`config.mk`:
```
export PLATFORM = sky130hd
export DESIGN_NAME = alu_share_arbiter
export DESIGN_NICKNAME = d
export VERILOG_FILES = /design/src/rtl/alu_share_arbiter.sv
export SDC_FILE = /design/constraint.sdc
export NUM_CORES = 1
export LEC_CHECK = 0
export ABC_AREA = 1
export ABC_CLOCK_PERIOD_IN_PS = 10480
export CAP_MARGIN = 30
export CORE_AREA = 10 10 203 205
export CTS_BUF_LIST = sky130_fd_sc_hd__clkbuf_8
export DETAILED_ROUTE_END_ITERATION = 12
export DIE_AREA = 0 0 213 215
export GPL_TIMING_DRIVEN = 0
export PLACE_DENSITY = 0.64
export SLEW_MARGIN = 25
export SYNTH_ARGS = -nofsm -noshare
export SYNTH_HDL_FRONTEND = slang
export SYNTH_SLANG_ARGS = --single-unit
```
`constraint.sdc`:
```
create_clock -name CLK -period 10.48 [get_ports CLK]
set_input_delay 2.096 -clock CLK [delete_from_list [all_inputs] [get_ports CLK]]
set_output_delay 2.096 -clock CLK [all_outputs]
set_load 0.05 [all_outputs]
```
`src/rtl/alu_share_arbiter.sv`:
```
// Two-requester front end for a shared ALU: round-robin grant, one op in flight,
// registered operands to the ALU and a held response to the winning requester.
module alu_share_arbiter #(
   parameter int WIDTH = 64
) (
   input  logic             CLK,
   input  logic             Reset,
   input  logic             req0_valid,
   output logic             req0_ready,
   input  logic [WIDTH-1:0] req0_a,
   input  logic [WIDTH-1:0] req0_b,
   input  logic [3:0]       req0_ctrl,
   input  logic             req1_valid,
   output logic             req1_ready,
   input  logic [WIDTH-1:0] req1_a,
   input  logic [WIDTH-1:0] req1_b,
   input  logic [3:0]       req1_ctrl,
   output logic             resp0_valid,
   input  logic             resp0_ready,
   output logic             resp1_valid,
   input  logic             resp1_ready,
   output logic [WIDTH-1:0] resp_w,
   output logic             resp_zero,
   output logic             resp_err,
   output logic [WIDTH-1:0] alu_a,
   output logic [WIDTH-1:0] alu_b,
   output logic [3:0]       alu_ctrl,
   input  logic [WIDTH-1:0] alu_w,
   input  logic             alu_zero
);

   typedef enum logic [1:0] {
      ST_IDLE = 2'd0,
      ST_EXEC = 2'd1,
      ST_RESP = 2'd2
   } state_t;

   state_t           state_q, state_d;
   logic             last_grant_q, last_grant_d;
   logic             owner_q, owner_d;
   logic [WIDTH-1:0] op_a_q, op_a_d;
   logic [WIDTH-1:0] op_b_q, op_b_d;
   logic [3:0]       op_ctrl_q, op_ctrl_d;
   logic [WIDTH-1:0] res_w_q, res_w_d;
   logic             res_zero_q, res_zero_d;
   logic             res_err_q, res_err_d;
   logic [1:0]       resp_valid_q, resp_valid_d;

   logic [1:0]       req_valid;
   logic [1:0]       req_ready;
   logic [1:0]       resp_ready_in;
   logic             grant;
   logic             ctrl_legal;

   assign req_valid     = {req1_valid, req0_valid};
   assign resp_ready_in = {resp1_ready, resp0_ready};

   // A tie goes to whoever did not win last; a sole requester always wins.
   always_comb begin
      grant = 1'b0;
      if (req_valid == 2'b11) begin
         grant = ~last_grant_q;
      end else if (req_valid[1]) begin
         grant = 1'b1;
      end
   end

   genvar gi;
   generate
      for (gi = 0; gi < 2; gi++) begin : g_req
         assign req_ready[gi] = !Reset && (state_q == ST_IDLE) && req_valid[gi]
                                && (grant == ((gi == 1) ? 1'b1 : 1'b0));
      end
   endgenerate

   always_comb begin
      case (op_ctrl_q)
         4'b0000, 4'b0001, 4'b0010, 4'b0110, 4'b0111: ctrl_legal = 1'b1;
         default:                                     ctrl_legal = 1'b0;
      endcase
   end

   always_comb begin
      state_d      = state_q;
      last_grant_d = last_grant_q;
      owner_d      = owner_q;
      op_a_d       = op_a_q;
      op_b_d       = op_b_q;
      op_ctrl_d    = op_ctrl_q;
      res_w_d      = res_w_q;
      res_zero_d   = res_zero_q;
      res_err_d    = res_err_q;
      resp_valid_d = resp_valid_q;
      case (state_q)
         ST_IDLE: begin
            if (req_valid != 2'b00) begin
               state_d      = ST_EXEC;
               owner_d      = grant;
               last_grant_d = grant;
               op_a_d       = grant ? req1_a : req0_a;
               op_b_d       = grant ? req1_b : req0_b;
               op_ctrl_d    = grant ? req1_ctrl : req0_ctrl;
            end
         end
         ST_EXEC: begin
            state_d      = ST_RESP;
            resp_valid_d = owner_q ? 2'b10 : 2'b01;
            // Illegal codes still spend the EXEC cycle, but the ALU output is discarded.
            if (ctrl_legal) begin
               res_w_d    = alu_w;
               res_zero_d = alu_zero;
               res_err_d  = 1'b0;
            end else begin
               res_w_d    = '0;
               res_zero_d = 1'b0;
               res_err_d  = 1'b1;
            end
         end
         ST_RESP: begin
            if (resp_ready_in[owner_q]) begin
               state_d      = ST_IDLE;
               resp_valid_d = 2'b00;
            end
         end
         default: begin
            state_d      = ST_IDLE;
            resp_valid_d = 2'b00;
         end
      endcase
   end

   always_ff @(posedge CLK or posedge Reset) begin
      if (Reset) begin
         state_q      <= ST_IDLE;
         last_grant_q <= 1'b1;
         owner_q      <= 1'b0;
         op_a_q       <= '0;
         op_b_q       <= '0;
         op_ctrl_q    <= '0;
         res_w_q      <= '0;
         res_zero_q   <= 1'b0;
         res_err_q    <= 1'b0;
         resp_valid_q <= 2'b00;
      end else begin
         state_q      <= state_d;
         last_grant_q <= last_grant_d;
         owner_q      <= owner_d;
         op_a_q       <= op_a_d;
         op_b_q       <= op_b_d;
         op_ctrl_q    <= op_ctrl_d;
         res_w_q      <= res_w_d;
         res_zero_q   <= res_zero_d;
         res_err_q    <= res_err_d;
         resp_valid_q <= resp_valid_d;
      end
   end

   assign req0_ready  = req_ready[0];
   assign req1_ready  = req_ready[1];
   assign resp0_valid = resp_valid_q[0];
   assign resp1_valid = resp_valid_q[1];
   assign resp_w      = res_w_q;
   assign resp_zero   = res_zero_q;
   assign resp_err    = res_err_q;
   assign alu_a       = op_a_q;
   assign alu_b       = op_b_q;
   assign alu_ctrl    = op_ctrl_q;

endmodule
```
==> results of run 1 <==
-- state kept, by name (all words and copies together), names as in the netlist --
register,cells
alu_b,64
last_grant_q,1
state_q,2
resp_w,64
owner_q,1
alu_a,64
resp_err,1
alu_ctrl,4
resp_zero,1
resp_valid_q,2
-- worst max-delay path by stage --
stage	startpoint	endpoint	slack [ns]
floorplan	Reset	req0_ready	0.44
global placement	Reset	req0_ready	-2.57
detailed placement	req0_valid	req0_ready	3.67
CTS	req0_valid	req0_ready	3.66
global route	req0_valid	req0_ready	3.67
finish	req0_valid	req0_ready	3.77
-- report_power, final --
part | switching [mW] | internal [mW] | leakage [nW]
registers | 0.219 | 1.14 | 2.54
logic | 2.19 | 0.999 | 5.05
clock network | 0.367 | 0.447 | 0.472
-- final cells by class --
class / instances / share of cell area, %
Timing Repair Buffer: 538 / 32.7
Sequential cell: 204 / 30.8
Multi-Input combinational cell: 888 / 22.2
Clock buffer: 49 / 4.07
Tap cell: 474 / 3.58
Inverter: 141 / 3.24
Buffer: 83 / 2.50
Clock inverter: 24 / 0.786
Antenna cell: 3 / 0.0454
-- routing by layer --
layer	GRT usage (%)	up-vias	part of all wire, %
li1	-	5207	-
met1	20.9	4895	37
met2	33.9	478	49
met3	8.32	70	11
met4	6.83	4	2.7
met5	0	-	0.045
-- cells in the final DEF, fill, tap and decap left out, drive strengths merged, types with 2 or more instances in the layout --
| cell type | n |
|---|---|
| clkinvlp | 2 |
| clkinv | 5 |
| nor2 | 140 |
| o21ai | 144 |
| nand4 | 54 |
| clkbuf | 59 |
| diode | 3 |
| nand2 | 545 |
| nand3 | 3 |
| dfrtp | 203 |
| inv | 157 |
| clkdlybuf4s50 | 536 |
| buf | 75 |
-- cell families after synthesis --
group	Yosys count
buffers and inverters	224
AOI/OAI and AO/OA	145
and+or+nand+nor	743
DFF	204
-- worst reg2reg max path: stages (launching register included) --
cell	delay, ns
dfstp_2	0.53
nand2_1	0.05
nand2_1	0.15
buf_2	0.39
buf_2	0.35
nor2_1	0.10
o21ai_1	0.15
-- per-stage QoR --
| step | area, µm² | hold WS, ns |
|---|---|---|
| floorplan | 9720 | 0.443 |
| detailed placement | 15700 | 0.465 |
| global placement | 15700 | 0.455 |
| CTS | 16500 | 0.477 |
| global route | 16600 | 0.491 |
| finish | 16600 | 0.473 |
==> key figures, run 1 <==
Setup path
  – Worst Path Max Fanout: 10
  – Top cell family by delay on the critical path: buffers and inverters
  – WP buf/inv: 4
  – Critical Path AT: 4.61 ns
  – R2r endpoint: alu_b[1]
  – FF-to-FF Start: last_grant_q
  – Critical Path Max Stage Delay: 0.96 ns
  – Critical path startpoint category: input port
  – Reg2Reg Setup Slack: 8.65 ns
  – Critical-path cell list: clkdlybuf4s50_1 > nand2_1 > nand2_1 > buf_2 > inv_1 > nor3b_1 > clkdlybuf4s50_1
  – CP Capture Type: output pin
  – Worst R2R Path Depth: 6
  – Worst path required time: 8.38 ns
  – Crit Path Class: in2out
  – Worst path slowest cell: clkdlybuf4s50_1
  – Levels on crit path: 7

STA
  – Clock skew: 0.0341 ns
  – Final Worst Setup Slack: 3.77 ns
  – Pins over their slew limit: 0
  – Final setup violation count: 0
  – Slew @ Worst Pin: 0.640 ns
  – RSZ-0062 raised after global routing: false
  – Crit path time final: 6.71 ns
  – Final Hold Viols: 0
  – Achievable Freq: 0.149 GHz
  – Setup_tns: 0 ns
  – Slew margin rel.: 57.2%
  – Final Cycle Share: 64.0%

Die
  – Overall die area: 45,800 µm²
  – I/O pin total: 537
  – Core footprint: 37,200 µm²
  – Row count: 71
  – Chip height: 215 µm
  – Horiz. Die Dim: 213 µm
  – Initial Util: 26.1%

Yosys
  – Syn Inst Count: 1,316
  – Count of state elements after synthesis: 204
  – Proportion of synthesized area in mux cells: 0%
  – Most numerous cell in the Yosys netlist: nand2_1
  – Leading area contributor after synthesis: dfrtp_1
  – Area contributors post-synth: dfrtp_1 52%, nand2_1 21%, inv_1 5.3%
  – Post-Synth Simple-Gate Area: 30.3%
  – Distinct cell type count of the synthesized netlist: 20
  – FFs w/ async S/R, synth: 100%
  – Largest family of logic cells by synthesized area: simple AND/OR/NAND/NOR gates
  – Synth Area in Compound Gates: 7.48%
  – Xor/xnor share of the synthesized area: 0%
  – Ys flop type: dfrtp_1
  – Synth Area per Inst: 7.39 µm²
  – Leading cell types by count after synthesis: 544 x nand2_1, 203 x dfrtp_1, 138 x inv_1, 138 x nor2_1, 75 x o21ai_0
  – Post-synth top area share: 52.3%
  – YS warnings: 0
  – Mapped Area: 9720 µm²
  – Mapped Nets: 1,651
  – Post-Synth Adder-Cell Area: 0%
  – Sequential share of the synthesized area: 52.5%
  – EDFF count, synth: 0

Routing
  – Drt initial violations: 604
  – # DRC: 0
  – WL final: 46,600 µm
  – Vias per cell: 4.43
  – Vias: 10,700
  – DR pass1 iterations: 5
  – Wire per inst: 19.4 µm
  – Detail Route Antenna Nets: 0

Layout
  – Reg area: 5110 µm²
  – Non-filler instance count after layout: 2,404
  – Area Overhead vs Synth: 70.3%
  – Filler Cell Count: 3,744
  – Finished Core Util: 44.5%
  – Multi-input gate area: 3670 µm²
  – Layout Nets: 2,231
  – Layout cells sized above 1: 6.75%

Place
  – Port Buffer Count: 536
  – Routability Congestion: 0.889
  – DP Worst Slack: 3.67 ns
  – Hpwl dp: 37,200 µm
  – Placed Cells: 2,328

Min path
  – Hold Crit Depth: 2
  – Class of the worst hold path: reg2reg
  – Min-Delay Endpoint: last_grant_q
  – Hold path startpoint: last_grant_q

Pwr
  – Pwr Density: 324 nW/µm²
  – Peak VDD IR: 0.000193 V
  – Pleak: 8.06 nW
  – Total power: 5.36 mW

GRT
  – First-pass GRT wire length: 68,300 µm
  – Initial antenna violation count: 4
  – Vias in the first global route: 10,900
  – Largest net degree at the start of global routing: 90
  – All-Layer GR Usage: 19.6%
  – GRT overflow: 0

Clock tree
  – Post CTS Setup Buffer Count: 0
  – CTS resizes: 0
  – CTS Sinks: 204
  – Clock Root Buffer: clkbuf_8
  – Clk Latency, worst-skew pair: 0.59 ns
  – CTS tree: done
  – TritonCTS buffer count: 40
  – Clk buf depth: 3
  – Clk pin slew, worst setup/hold paths: 0.06 ns
  – Htree depth: 2
  – Post-CTS Hold Buffers: 0

Job
  – Max cap viols: 0

Run status
  – Status: completed
No activity file was read; power rests on OpenSTA's default activity.
==> inputs of run 2 (changes only) <==
--- a/config.mk
+++ b/config.mk
@@ -6,7 +6,7 @@
 export NUM_CORES = 1
 export LEC_CHECK = 0
 export ABC_AREA = 1
-export ABC_CLOCK_PERIOD_IN_PS = 10480
+export ABC_CLOCK_PERIOD_IN_PS = 6300
 export CAP_MARGIN = 30
 export CORE_AREA = 10 10 203 205
 export CTS_BUF_LIST = sky130_fd_sc_hd__clkbuf_8
==> constraint.sdc (replaced) <==
create_clock -name CLK -period 6.3 [get_ports CLK]
set_input_delay 1.26 -clock CLK [delete_from_list [all_inputs] [get_ports CLK]]
set_output_delay 1.26 -clock CLK [all_outputs]
set_load 0.05 [all_outputs]
==> run 2 against run 1 <==
Final cell count is 0.33% higher. Clock power is 68% higher. Non-clock buffer count is 5 higher. Worst hold slack worse by 0.010 ns. Critical path type unchanged. Highest routed layer unchanged.
==> key figures, run 2 (synthesis results as in run 1) <==
Min path
  – Class of the worst hold path: reg2reg

Routing
  – Vias per cell: 4.46 (+0.55%)
  – Wire per inst: 19.5 µm (+0.83%)
  – Detail Route Antenna Nets: 0 (unchanged)
  – # DRC: 0 (unchanged)
  – Vias: 10,700 (+0.88%)
  – Drt initial violations: 552 (-8.6%)
  – WL final: 47,100 µm (+1.2%)
  – DR pass1 iterations: 5 (unchanged)

Layout
  – Layout Nets: 2,236 (+0.22%)
  – Non-filler instance count after layout: 2,412 (+0.33%)
  – Area Overhead vs Synth: 71.4%
  – Layout cells sized above 1: 6.84% (+0.093 points)
  – Finished Core Util: 44.8% (+0.29 points)
  – Filler Cell Count: 3,745 (+0.027%)
  – Design area: 16,700 µm² (+0.65%)
  – Most common cell after layout, fill and taps aside: nand2_1
  – Most frequent cells in the layout: 544 x nand2_1, 536 x clkdlybuf4s50_1, 203 x dfrtp_1, 154 x inv_1, 138 x nor2_1

Die
  – Core footprint: 37,200 µm² (unchanged)
  – I/O pin total: 537 (unchanged)
  – Overall die area: 45,800 µm² (unchanged)
  – Initial Util: 26.1% (unchanged)
  – Horiz. Die Dim: 213 µm (unchanged)
  – Row count: 71 (unchanged)
  – Chip height: 215 µm (unchanged)

Clock tree
  – Htree depth: 2 (unchanged)
  – CTS Sinks: 204 (unchanged)
  – Post CTS Setup Buffer Count: 0 (unchanged)
  – Post-CTS Hold Buffers: 0 (unchanged)
  – Clk buf depth: 3 (unchanged)
  – Clk pin slew, worst setup/hold paths: 0.05 ns (about the same)
  – CTS tree: done
  – Clk Latency, worst-skew pair: 0.57 ns (-0.02 ns)
  – TritonCTS buffer count: 40 (unchanged)
  – Clock Root Buffer: clkbuf_8
  – CTS resizes: 0 (unchanged)

Run status
  – Status: completed

Job
  – Max cap viols: 0 (unchanged)

STA
  – Slew margin rel.: 51.9% (-5.3 points)
  – Final Hold Viols: 0 (unchanged)
  – Pins over their slew limit: 0 (unchanged)
  – RSZ-0062 raised after global routing: false
  – Final setup violation count: 0 (unchanged)
  – Final Cycle Share: 80.7%
  – Achievable Freq: 0.197 GHz
  – Final Worst Setup Slack: 1.22 ns (-2.55 ns)
  – Slew @ Worst Pin: 0.719 ns (+0.0793 ns)
  – Clock skew: 0.0217 ns (-0.0124 ns)
  – Crit path time final: 5.08 ns

Setup path
  – Critical-path cell list: clkdlybuf4s50_1 > clkinvlp_4 > buf_12 > buf_12 > nand2_1 > nor3b_1 > clkdlybuf4s50_1
  – Worst path required time: 5.04 ns (-3.34 ns)
  – Crit Path Class: in2out
  – CP Capture Type: output pin
  – WP buf/inv: 5 (+1)
  – Worst path slowest cell: clkdlybuf4s50_1
  – Critical path startpoint category: input port
  – Worst Path Max Fanout: 29 (+19)
  – Critical Path Max Stage Delay: 0.88 ns (-0.08 ns)
  – Top cell family by delay on the critical path: buffers and inverters
  – Critical Path AT: 3.82 ns (-0.79 ns)

Pwr
  – Total power: 8.93 mW (+67%)
  – Peak VDD IR: 0.000296 V (+54%)
  – Pwr Density: 536 nW/µm² (+66%)
  – Pint: 4.33 mW (+67%)
  – Clock share of power: 15.3% (about the same)
  – Pleak: 8.10 nW (+0.47%)
  – Reg power frac: 25.2% (-0.2 points)
  – Comb pwr share: 59.5% (about the same)
  – Net Sw Power: 4.60 mW (+66%)
  – Sw Ratio: 51.5% (-0.22 points)

Place
  – Hpwl dp: 38,000 µm (+2.1%)
  – Routability Congestion: 0.841 (-5.3%)
  – Port Buffer Count: 536 (unchanged)
  – Placed Cells: 2,333 (+0.21%)
  – Area after DPL: 15,800 µm² (+0.56%)
  – DP Worst Slack: 1.19 ns (-2.48 ns)

GRT
  – Largest net degree at the start of global routing: 30 (-67%)
  – Initial antenna violation count: 10 (+6)
  – Vias in the first global route: 11,100 (+2.0%)
  – GRT overflow: 0 (unchanged)
  – All-Layer GR Usage: 20.0% (+0.35 points)
  – First-pass GRT wire length: 69,700 µm (+2.1%)
-- run 2: changes by cell type in the layout (fill, tap and decap cells not counted) --
| cell | change |
|---|---|
| buf_16 | -1 |
| inv_8 | -1 |
| clkinvlp_4 | +1 |
| inv_1 | +1 |
| buf_12 | +6 |
| diode_2 | +5 |
| clkinv_2 | -5 |
| clkbuf_8 | +2 |
-- run 2: final cells by class --
type / instances / area, µm² / area share [%]
tap: 474 / 593 / 3.56
antenna: 8 / 20.0 / 0.120
sequential: 204 / 5110 / 30.6
inverter: 141 / 533 / 3.20
clock inverter: 20 / 109 / 0.653
timing repair buffer: 543 / 5510 / 33.1
buffer: 83 / 414 / 2.49
multi-input combinational: 888 / 3670 / 22.0
clock buffer: 51 / 702 / 4.21
-- run 2: per-layer routing --
metal | routed length, µm | up-vias | GRT usage [%]
met5 | 31 | - | 0
met4 | 1220 | 4 | 8.95
met3 | 5450 | 61 | 8.78
met2 | 22800 | 463 | 33.2
met1 | 17600 | 4999 | 21.4
li1 | - | 5221 | -
-- run 2: path summary, 6_finish.rpt --
path | start | cells after the start | slack [ns] | end
worst min-delay path | last_grant_q | 2 | 0.46 | last_grant_q
worst min register to register | last_grant_q | 2 | 0.46 | last_grant_q
worst max register to register | last_grant_q | 6 | 4.39 | alu_b[0]
max in group asynchronous | Reset | 5 | 4.17 | alu_b[54]
min in group asynchronous | Reset | 2 | 1.11 | alu_b[14]
worst max-delay path | Reset | 7 | 1.22 | req0_ready
-- run 2: metrics by stage --
step,hold WS (ns),setup TNS (ns)
finish,0.464,0
global route,0.501,0
CTS,0.467,0
detailed placement,0.458,0
global placement,0.455,-4.83
floorplan,0.443,0
-- run 2: worst min-delay path, stage by stage, from the launching register on --
cell     delay [ns]
dfstp_2        0.36
nand2_1        0.05
nand2_1        0.05
-- run 2: power groups by stage --
stage,combinational [mW],sequential [mW],clock [mW]
6_report,5.31,2.25,1.37
5_1_grt,5.68,2.32,1.46
4_1_cts,5.39,2.25,1.41
3_5_place_dp,5.37,2.26,0
3_3_place_gp,5.33,2.24,0
2_1_floorplan,1.33,4.17,0
==> inputs of run 3 (changes only) <==
--- a/config.mk
+++ b/config.mk
@@ -6,7 +6,7 @@
 export NUM_CORES = 1
 export LEC_CHECK = 0
 export ABC_AREA = 1
-export ABC_CLOCK_PERIOD_IN_PS = 6300
+export ABC_CLOCK_PERIOD_IN_PS = 5300
 export CAP_MARGIN = 30
 export CORE_AREA = 10 10 203 205
 export CTS_BUF_LIST = sky130_fd_sc_hd__clkbuf_8
==> constraint.sdc (replaced) <==
create_clock -name CLK -period 5.3 [get_ports CLK]
set_input_delay 1.06 -clock CLK [delete_from_list [all_inputs] [get_ports CLK]]
set_output_delay 1.06 -clock CLK [all_outputs]
set_load 0.05 [all_outputs]
==> run 3 against run 2 <==
Critical path depth unchanged. Setup slack worse by 0.62 ns. Clock power up 4%. Largest power group unchanged.
==> key figures, run 3 (synthesis results as in run 1) <==
Layout
  – Design area: 16,500 µm² (-0.88%)
  – Most common cell after layout, fill and taps aside: nand2_1
  – Most frequent cells in the layout: 544 x nand2_1, 536 x clkdlybuf4s50_1, 203 x dfrtp_1, 154 x inv_1, 138 x nor2_1
  – Layout cells sized above 1: 6.45% (-0.39 points)
  – Layout Nets: 2,234 (-0.089%)
  – Area Overhead vs Synth: 69.9%
  – Finished Core Util: 44.4% (-0.39 points)

Setup path
  – Worst Path Max Fanout: 28 (-3.4%)
  – Crit Path Class: in2out
  – Critical-path cell list: clkdlybuf4s50_1 > clkinvlp_4 > buf_16 > buf_12 > nand2_1 > nor3b_1 > clkdlybuf4s50_1
  – CP Capture Type: output pin
  – Critical Path AT: 3.64 ns (-0.18 ns)
  – Most common cell on crit path: clkdlybuf4s50_1
  – Worst path slowest cell: clkdlybuf4s50_1
  – Critical Path Max Stage Delay: 0.89 ns (about the same)
  – Worst path required time: 4.24 ns (-0.80 ns)
  – Critical path startpoint category: input port

STA
  – Final setup violation count: 0 (unchanged)
  – Final Worst Setup Slack: 0.603 ns (-0.615 ns)
  – Final Hold Viols: 0 (unchanged)
  – Slew margin rel.: 56.1% (+4.2 points)
  – Clock skew: 0.0217 ns (-0.0000372 ns)
  – Pins over their slew limit: 0 (unchanged)
  – Crit path time final: 4.70 ns
  – Achievable Freq: 0.213 GHz
  – Final Cycle Share: 88.6%
  – Slew @ Worst Pin: 0.656 ns (-0.0628 ns)
  – RSZ-0062 raised after global routing: false

Die
  – Overall die area: 45,800 µm² (unchanged)
  – Chip height: 215 µm (unchanged)
  – Horiz. Die Dim: 213 µm (unchanged)
  – Initial Util: 26.1% (unchanged)
  – I/O pin total: 537 (unchanged)
  – Row count: 71 (unchanged)
  – Core footprint: 37,200 µm² (unchanged)

Place
  – DP Worst Slack: 0.574 ns (-0.614 ns)
  – Routability Congestion: 0.903 (+7.3%)
  – Hpwl dp: 38,400 µm (+1.1%)
  – Area after DPL: 15,800 µm² (unchanged)
  – Port Buffer Count: 536 (unchanged)

Pwr
  – Pleak: 8.04 nW (-0.70%)
  – Pwr Density: 632 nW/µm² (+18%)
  – Peak VDD IR: 0.000400 V (+35%)
  – Total power: 10.4 mW (+17%)

Clock tree
  – Clk pin slew, worst setup/hold paths: 0.06 ns (about the same)
  – CTS resizes: 0 (unchanged)
  – Clk buf depth: 3 (unchanged)
  – CTS tree: done
  – Clock Root Buffer: clkbuf_8
  – TritonCTS buffer count: 38 (-5.0%)
  – Post CTS Setup Buffer Count: 0 (unchanged)
  – Clk Latency, worst-skew pair: 0.58 ns (about the same)
  – Post-CTS Hold Buffers: 0 (unchanged)
  – Htree depth: 2 (unchanged)
  – CTS Sinks: 204 (unchanged)

Routing
  – Vias: 10,800 (+0.19%)
  – Top sig layer: met5
  – Vias per cell: 4.49 (+0.77%)
  – Drt initial violations: 562 (+1.8%)
  – DR WL met3: 5430 µm (-0.37%)
  – M1 WL: 17,900 µm (+1.9%)
  – Met2 WL post-DR: 23,200 µm (+1.7%)
  – Detail Route Antenna Nets: 0 (unchanged)
  – DR pass1 iterations: 5 (unchanged)
  – WL final: 47,600 µm (+1.0%)
  – Wire per inst: 19.8 µm (+1.6%)
  – # DRC: 0 (unchanged)

GRT
  – First-pass GRT wire length: 69,900 µm (+0.24%)
  – All-Layer GR Usage: 20.1% (+0.12 points)
  – Initial antenna violation count: 7 (-3)
  – GRT overflow: 0 (unchanged)
  – Vias in the first global route: 11,000 (-1.1%)
  – Largest net degree at the start of global routing: 32 (+6.7%)

Run status
  – Status: completed

Min path
  – Class of the worst hold path: reg2reg

Job
  – Max cap viols: 0 (unchanged)
## run 3: cell count changes in the layout (fill, tap and decap cells not counted), sizes merged
| cell | change |
|---|---|
| clkbuf | -7 |
| diode | -6 |
| clkinv | +2 |
| clkinvlp | -2 |
| bufinv | -1 |
## run 3: through the flow
stage	hold WS, ns	TNS, ns	std cells
after floorplan	0.443	-0.752	1316
after global placement	0.454	-70.84	2326
after detailed placement	0.458	0	2333
after CTS	0.473	0	2396
after global routing	0.484	0	2397
final	0.469	0	2398
## run 3: critical path, delay by kind of cell
kind / cells / cell delay, ns
buffers and inverters: 5 / 2.22
AND/OR/NAND/NOR: 2 / 0.32
## run 3: report_power, final
group | switching, mW | total (mW) | internal (mW) | leakage (nW)
sequential | 0.410 | 2.67 | 2.26 | 2.54
clock | 0.681 | 1.43 | 0.746 | 0.415
combinational | 4.36 | 6.34 | 1.98 | 5.08
total | 5.45 | 10.4 | 4.99 | 8.04
## run 3: path summary, 6_finish.rpt
path / start / slack (ns) / to / depth (start not counted)
max: Reset / 0.60 / req0_ready / 7
min: last_grant_q / 0.47 / last_grant_q / 2
max reg2reg: last_grant_q / 3.44 / alu_b[15] / 7
min reg2reg: last_grant_q / 0.47 / last_grant_q / 2
max in group asynchronous: Reset / 3.35 / alu_b[22] / 5
min in group asynchronous: Reset / 0.93 / alu_b[1] / 2
## run 3: layout make-up
type                    count  area [µm²]
diodes                      2        5.00
plain buffers              83         414
clock buffers              44         606
clock inverters            19        73.8
fillers                  3739       20700
inverters                 141         533
multi-input cells         888        3670
flip-flops and latches    204        5110
well taps                 474         593
repair buffers            543        5510
## run 3: layer usage
layer,global-route usage [%],vias up
met4,4.71,4
met3,9.08,70
met1,21.9,5018
met5,0,-
met2,34.8,478
li1,-,5198
